--- src/rtl/design239_channel_mixer_pkg.sv ---
//------------------------------------------------------------------------------
// design239_channel_mixer_pkg : shared constants and helpers for the mixer
// Rev 1.0
//------------------------------------------------------------------------------
`default_nettype none

package design239_channel_mixer_pkg;

    // Number of register stages between in_q and out that must fill before out is trusted.
    localparam int c_valid_depth = 3;

    function automatic int rot_amount(input int k, input int width);
        return (4 * k + 1) % width;
    endfunction

    // Full mixing function F for any legal width (up to 64 bits).
    function automatic logic [63:0] mix_word(input logic [63:0] x, input int width,
                                             input int channels);
        logic [63:0] mask;
        logic [63:0] xm;
        logic [63:0] a;
        logic [63:0] acc;
        int          r;
        mask = (width == 64) ? '1 : ((64'd1 << width) - 64'd1);
        xm   = x & mask;
        acc  = '0;
        for (int k = 0; k < channels; k++) begin
            r   = rot_amount(k, width);
            a   = (xm << r) | ((r == 0) ? 64'd0 : (xm >> (width - r)));
            a   = (a + 64'(k)) & mask;
            acc = acc ^ (a ^ (a >> 1));
        end
        return acc;
    endfunction

endpackage

`default_nettype wire

--- src/rtl/design239_mix_channel.sv ---
//------------------------------------------------------------------------------
// design239_mix_channel : one channel, rotate+add stage then Gray-encode stage
// Rev 1.0
//------------------------------------------------------------------------------
`default_nettype none

module design239_mix_channel
    import design239_channel_mixer_pkg::*;
#(
    parameter int WIDTH = 32,
    parameter int IDX   = 0
) (
    input  logic             clk,
    input  logic             rst,
    input  logic [WIDTH-1:0] din,
    output logic [WIDTH-1:0] dout
);

    localparam int c_rot = rot_amount(IDX, WIDTH);

    logic [WIDTH-1:0] w_rot;
    logic [WIDTH-1:0] r_a;
    logic [WIDTH-1:0] r_b;

    // A zero rotation cannot be expressed as a part-select, so it gets its own branch.
    if (c_rot == 0) begin : g_norot
        assign w_rot = din;
    end else begin : g_rot
        assign w_rot = {din[WIDTH-1-c_rot:0], din[WIDTH-1 -: c_rot]};
    end

    always_ff @(posedge clk or posedge rst) begin
        if (rst) begin
            r_a <= '0;
            r_b <= '0;
        end else begin
            r_a <= w_rot + WIDTH'(IDX);
            r_b <= r_a ^ (r_a >> 1);
        end
    end

    assign dout = r_b;

endmodule

`default_nettype wire

--- src/rtl/design239_channel_mixer.sv ---
//------------------------------------------------------------------------------
// design239_channel_mixer : fan input to CHANNEL transforms, XOR-reduce to out
// Rev 1.0
//------------------------------------------------------------------------------
`default_nettype none

module design239_channel_mixer
    import design239_channel_mixer_pkg::*;
#(
    parameter int WIDTH   = 32,
    parameter int CHANNEL = 5
) (
    input  logic             clk,
    input  logic             rst,
    input  logic [WIDTH-1:0] in,
    output logic [WIDTH-1:0] out
);

    logic [WIDTH-1:0]         r_in_q;
    logic [c_valid_depth-1:0] r_v;
    logic [WIDTH-1:0]         w_b [CHANNEL];
    logic [WIDTH-1:0]         w_mix;
    logic [WIDTH-1:0]         r_out;

    for (genvar k = 0; k < CHANNEL; k++) begin : g_chan
        design239_mix_channel #(
            .WIDTH (WIDTH),
            .IDX   (k)
        ) u_chan (
            .clk  (clk),
            .rst  (rst),
            .din  (r_in_q),
            .dout (w_b[k])
        );
    end

    always_comb begin
        w_mix = '0;
        for (int k = 0; k < CHANNEL; k++) begin
            w_mix = w_mix ^ w_b[k];
        end
    end

    // Output is gated by the fill tracker so the constant-k terms never leak out.
    always_ff @(posedge clk or posedge rst) begin
        if (rst) begin
            r_in_q <= '0;
            r_v    <= '0;
            r_out  <= '0;
        end else begin
            r_in_q <= in;
            r_v    <= {r_v[c_valid_depth-2:0], 1'b1};
            r_out  <= r_v[c_valid_depth-1] ? w_mix : '0;
        end
    end

    assign out = r_out;

endmodule

`default_nettype wire

--- config.mk ---
export PLATFORM = sky130hd
export DESIGN_NAME = design239_channel_mixer
export DESIGN_NICKNAME = d
export VERILOG_FILES = /design/src/rtl/design239_channel_mixer_pkg.sv /design/src/rtl/design239_mix_channel.sv /design/src/rtl/design239_channel_mixer.sv
export SDC_FILE = /design/constraint.sdc
export NUM_CORES = 1
export LEC_CHECK = 0
export CAP_MARGIN = 20
export CORE_ASPECT_RATIO = 2
export CORE_MARGIN = 4
export CORE_UTILIZATION = 43
export CTS_BUF_LIST = sky130_fd_sc_hd__clkbuf_8
export DETAILED_ROUTE_END_ITERATION = 10
export SLEW_MARGIN = 20
export SYNTH_ARGS = -nofsm -noshare
export SYNTH_HDL_FRONTEND = slang
export SYNTH_HIERARCHICAL = 1
export SYNTH_SLANG_ARGS = --single-unit
--- constraint.sdc ---
create_clock -name clk -period 2.5 [get_ports clk]
set_clock_uncertainty 0.1 [all_clocks]
set_input_delay 0.5 -clock clk [delete_from_list [all_inputs] [get_ports clk]]
set_output_delay 0.5 -clock clk [all_outputs]
set_load 0.05 [all_outputs]
; ---- Yosys cells after proc, flatten, opt, wreduce, memory -nomap -nowiden
; Cells that the tools add are included.
[totals]
register_bits = 387
output_inout_bits = 32
wordCells = 27
[op_classes]
add_sub_neg = 4
muxes = 1
n_bitwise = 9
[op_table]
columns = operator, count
row1 = $xor 32x31->32, 5
row2 = $xor 32x32->32, 4
row3 = $add 32x2->32 const B, 2
row4 = $add 32x1->32 const B, 1
row5 = $add 32x3->32 const B, 1
row6 = $mux 32, 1

; ---- Depth between registers and ports, before layout
[logic_depth]
ltp_word = 5
mapped_depth = 7
mapped_depth_nobuf = 6

; ---- Hierarchy
; Netlist, hierarchy kept.
[modules_own_cells]
columns = mod, instances, cells_each, area_each_um2, seq_area_each_um2
row1 = design239_channel_mixer, 1, 200, 3176.8, 1676.6
row2 = design239_mix_channel at g_chan[1].u_chan, 1, 192, 2561.2, 1601.5
row3 = design239_mix_channel at g_chan[3].u_chan, 1, 186, 2537.4, 1601.5
row4 = design239_mix_channel at g_chan[2].u_chan, 1, 176, 2446.1, 1601.5
row5 = design239_mix_channel at g_chan[4].u_chan, 1, 177, 2442.3, 1601.5
row6 = design239_mix_channel at g_chan[0].u_chan, 1, 96, 1876.8, 1601.5

; ---- Worst setup path before layout
; Ideal clock, no wire load.
[synth_timing]
path_kind = register to register
start = register r_in_q[19]
end = register g_chan[3].u_chan.r_a[22]
setup_ns = 0.135
arrival_time_ns = 1.766
required_ns = 2.265
setup_slack_ns = 0.499
stages_incl_launch_ff = 8
cell_sequence = dfrtp_1 -> inv_1 -> ha_1 -> and4b_1 -> buf_2 -> nor4b_4 -> nand4_1 -> xnor2_1
[synth_between]
elab_chain_len = 1
[synth_lines]
columns = element, line
row1 = from (decl), design239_channel_mixer.sv:19  ; logic [WIDTH-1:0] r_in_q;
row2 = from (signal assigned), design239_channel_mixer.sv:51  ; r_in_q <= in;
row3 = $add 32x2->32, design239_mix_channel.sv:37  ; r_a <= w_rot + WIDTH'(IDX);
row4 = to (signal assigned), design239_mix_channel.sv:37
row5 = to (decl), design239_mix_channel.sv:22  ; logic [WIDTH-1:0] r_a;
; No other way between the ends.

; ---- Worst setup path in the final report
[layout_timing]
start = register r_out[4], in the netlist out[4]
end = output out[4]
[layout_rtl]
columns = element, line
row1 = from (decl), design239_channel_mixer.sv:23  ; logic [WIDTH-1:0] r_out;
row2 = from (signal assigned), design239_channel_mixer.sv:53  ; r_out <= r_v[c_valid_depth-1] ? w_mix : '0;
row3 = to (decl), design239_channel_mixer.sv:16  ; output logic [WIDTH-1:0] out
; No word-level cell between the ends.

==> results_dict.tcl <==
set metrics [dict create \
    ioPinCount 66 \
    pwr-share-clk 0.325 \
    hold_violations 0 \
    synth_common_cells "387 x dfrtp_1, 226 x xor2_1, 110 x xnor2_1" \
    first_global_vias 9187 \
    finalWorstSetupSlack_ns 0.1735 \
    cts_resized 0 \
    fillers 2926 \
    yosysSeqAreaShare 0.6439 \
    drcViolationCount 0 \
    rsz0062_at_grt "false" \
    finalCritPeriodShare 0.9306 \
    portBuffers 65 \
    synth_cells 1027 \
    ys_top_cells_by_area "dfrtp_1 64%, xor2_1 13%, xnor2_1 6.4%" \
    final_util 0.5139 \
    netlist-cell-type-count 40 \
    max-vdd-ir-drop_v 0.0004017 \
    root_buffer "clkbuf_8" \
    relSlewSlack 0.5294 \
    postSynthAreaPerCell_sq_um 14.65 \
    period_needed_ns 2.326 \
    holdCritPathClass "in -> reg" \
    hold_buffers 0 \
    drt_iter0_drc 262 \
    dp_hpwl_mm 26.83 \
    firstDrtPassIters 4 \
    overflow 0 \
    yosysWarnings 6 \
    fp-row-count 96 \
    status "finished, final reports clean" \
    syn-cell-area_sq_um 15040 \
    cap_violations 0 \
    async_flop_share 1.000 \
    avgRoutedWirePerCell_microns 22.08 \
    cp_num_buf_inv 1 \
    initial_core_util 0.4363 \
    crit_arrival_ns 1.73 \
    dieArea_sq_um 38220 \
    grt_max_degree 65 \
    post-cts-setup-buffer-count 0 \
    slowest_stage "clkdlybuf4s50_1" \
    cellPowerDensity_nw_per_um2 814.0 \
    die_h_microns 272.5 \
    path_cells "clkdlybuf4s50_1" \
    cts_tree "yes" \
    final.setup.tns_ns 0 \
    synth_top_area_share 0.6439 \
    tightest_slew_ns 0.7051 \
    dpl_worst_slack_ns 0.2413 \
    vias 8180 \
    crit_fanout 1 \
    gp_congestion 0.8997 \
    comb_power_share 0.171 \
    critical_path.max_stage_delay_ns 0.80 \
    ctsLongestPathBuffers 3 \
    via_per_inst 4.892 \
    synth_ff_type "dfrtp_1" \
    path_clk_slew_ns 0.06 \
    p_seq_frac 0.504 \
    coreArea_sq_um 34470 \
    end_kind "output port" \
    nets 1232 \
    synth_edf_count 0 \
    route.final.wire_length_mm 36.92 \
    p_leak_nw 7.985 \
    synth.most_common_cell "dfrtp_1" \
    hold_ws_ns 0.2411 \
    clock-sinks 387 \
    multiInputGateArea_sq_um 5250 \
    swShare 0.2772 \
    drv_slew 0 \
    fmaxAchievable_mhz 429.8 \
    grt_usage 0.1991 \
    antenna_left 0 \
    cp_data_required_time_ns 1.90 \
    netlist.top_cell.by_area "dfrtp_1" \
    cts_made_buffers 53 \
    path_class "reg -> out" \
    syn_to_final_growth_pct 17.79 \
    cp-start-kind "register" \
    antenna_found_initial 1 \
    synth-seq-cells 387 \
    setup_violations 0 \
    area.sequential_sq_um 9684 \
    grt_first_pass_wirelength_mm 56.40 \
    h-tree-depth 2 \
    net-switching-power_w 0.003997 \
    clk_latency_ns 0.60 \
    die-width_microns 140.2 \
    cp_top_family "buffers and inverters" \
    p_int_w 0.01042 \
    synth_fp_nets 1065 \
    drive_above_1_share 0.1293 \
]
==> metrics by stage <==
stage / cell area, sq um / power [W] / instances
after floorplan: 15040 / 0.009011 / 1027
after global placement: 16680 / 0.009877 / 1580
after detailed placement: 16680 / 0.009901 / 1580
after CTS: 17710 / 0.01464 / 1671
after global routing: 17720 / 0.01508 / 1672
final: 17720 / 0.01442 / 1672
==> worst register-to-register path: cells and delay by family (launching register included) <==
| family | cells | cell delay [ns] |
|---|---|---|
| xor gates and xnor gates | 1 | 0.17 |
| and+or+nand+nor | 3 | 1.21 |
| DFF | 1 | 0.68 |
==> power groups by stage <==
stage | clock, W | combinational [W] | sequential [W]
final | 0.00468 | 0.00247 | 0.00727
after global routing | 0.00511 | 0.00264 | 0.00733
after CTS | 0.00484 | 0.00252 | 0.00728
after detailed placement | 0 | 0.00250 | 0.00740
after global placement | 0 | 0.00250 | 0.00738
after floorplan | 0 | 0.00111 | 0.00790
==> cells in the final DEF (no fill, tap or decap), types with 8 or more instances in the layout <==
cell type        Yosys  layout
nand4_1             30      30
clkbuf_8             0      68
nor2_1              22      22
nand2_1             34      34
nor3_1              10      10
and4_1               8       8
clkdlybuf4s50_1      0      65
nand3_1             44      44
and3_1              12      12
inv_1               18      30
buf_4                1      50
xnor3_1             32      32
xor2_1             226     226
dfrtp_1            387     387
and2_1              38      38
xnor2_1            110     110
==> cells by family after synthesis <==
| logic type | after synthesis | synth area share |
|---|---|---|
| simple gates | 238 | 0.1007 |
| other cells | 1 | 0.0002493 |
| buf+inv | 26 | 0.007071 |
| xor+xnor | 368 | 0.2436 |
| fa+ha+maj | 4 | 0.003328 |
| compound gates | 3 | 0.001247 |
| flops | 387 | 0.6439 |
==> cell type report <==
cell class / count / area share
clock buffer: 68 / 0.05283
sequential: 387 / 0.5467
clock inverter: 23 / 0.005438
tap: 441 / 0.03115
multi-input combinational: 614 / 0.2963
timing repair buffer: 120 / 0.06356
antenna: 1 / 0.0001413
inverter: 18 / 0.003884
==> layer usage <==
metal,track usage,wire length (microns),vias to the layer above
met4,0.08882,1573,0
li1,-,-,3689
met1,0.2031,12190,4208
met3,0.02574,1139,78
met5,0,0,-
met2,0.3936,22010,205
==> registers in the layout, summed over array words and instances, names as in the netlist <==
register and flops:
out 32, r_in_q 32, g_chan.u_chan/r_a 160, r_v 3, g_chan.u_chan/dout 160
==> final timing paths <==
kind,from,to,slack [ns],depth (start not counted)
worst max-delay path,out[4],out[4],0.17,1
min in group asynchronous,rst,g_chan[3].u_chan/dout[2],0.25,2
worst min-delay path,in[29],r_in_q[29],0.24,1
max in group asynchronous,rst,g_chan[4].u_chan/dout[11],1.40,3
worst min register to register,r_v[1],r_v[2],0.25,0
worst max register to register,r_in_q[26],g_chan[3].u_chan/r_a[29],0.19,4
No activity file was read; power rests on OpenSTA's default activity.
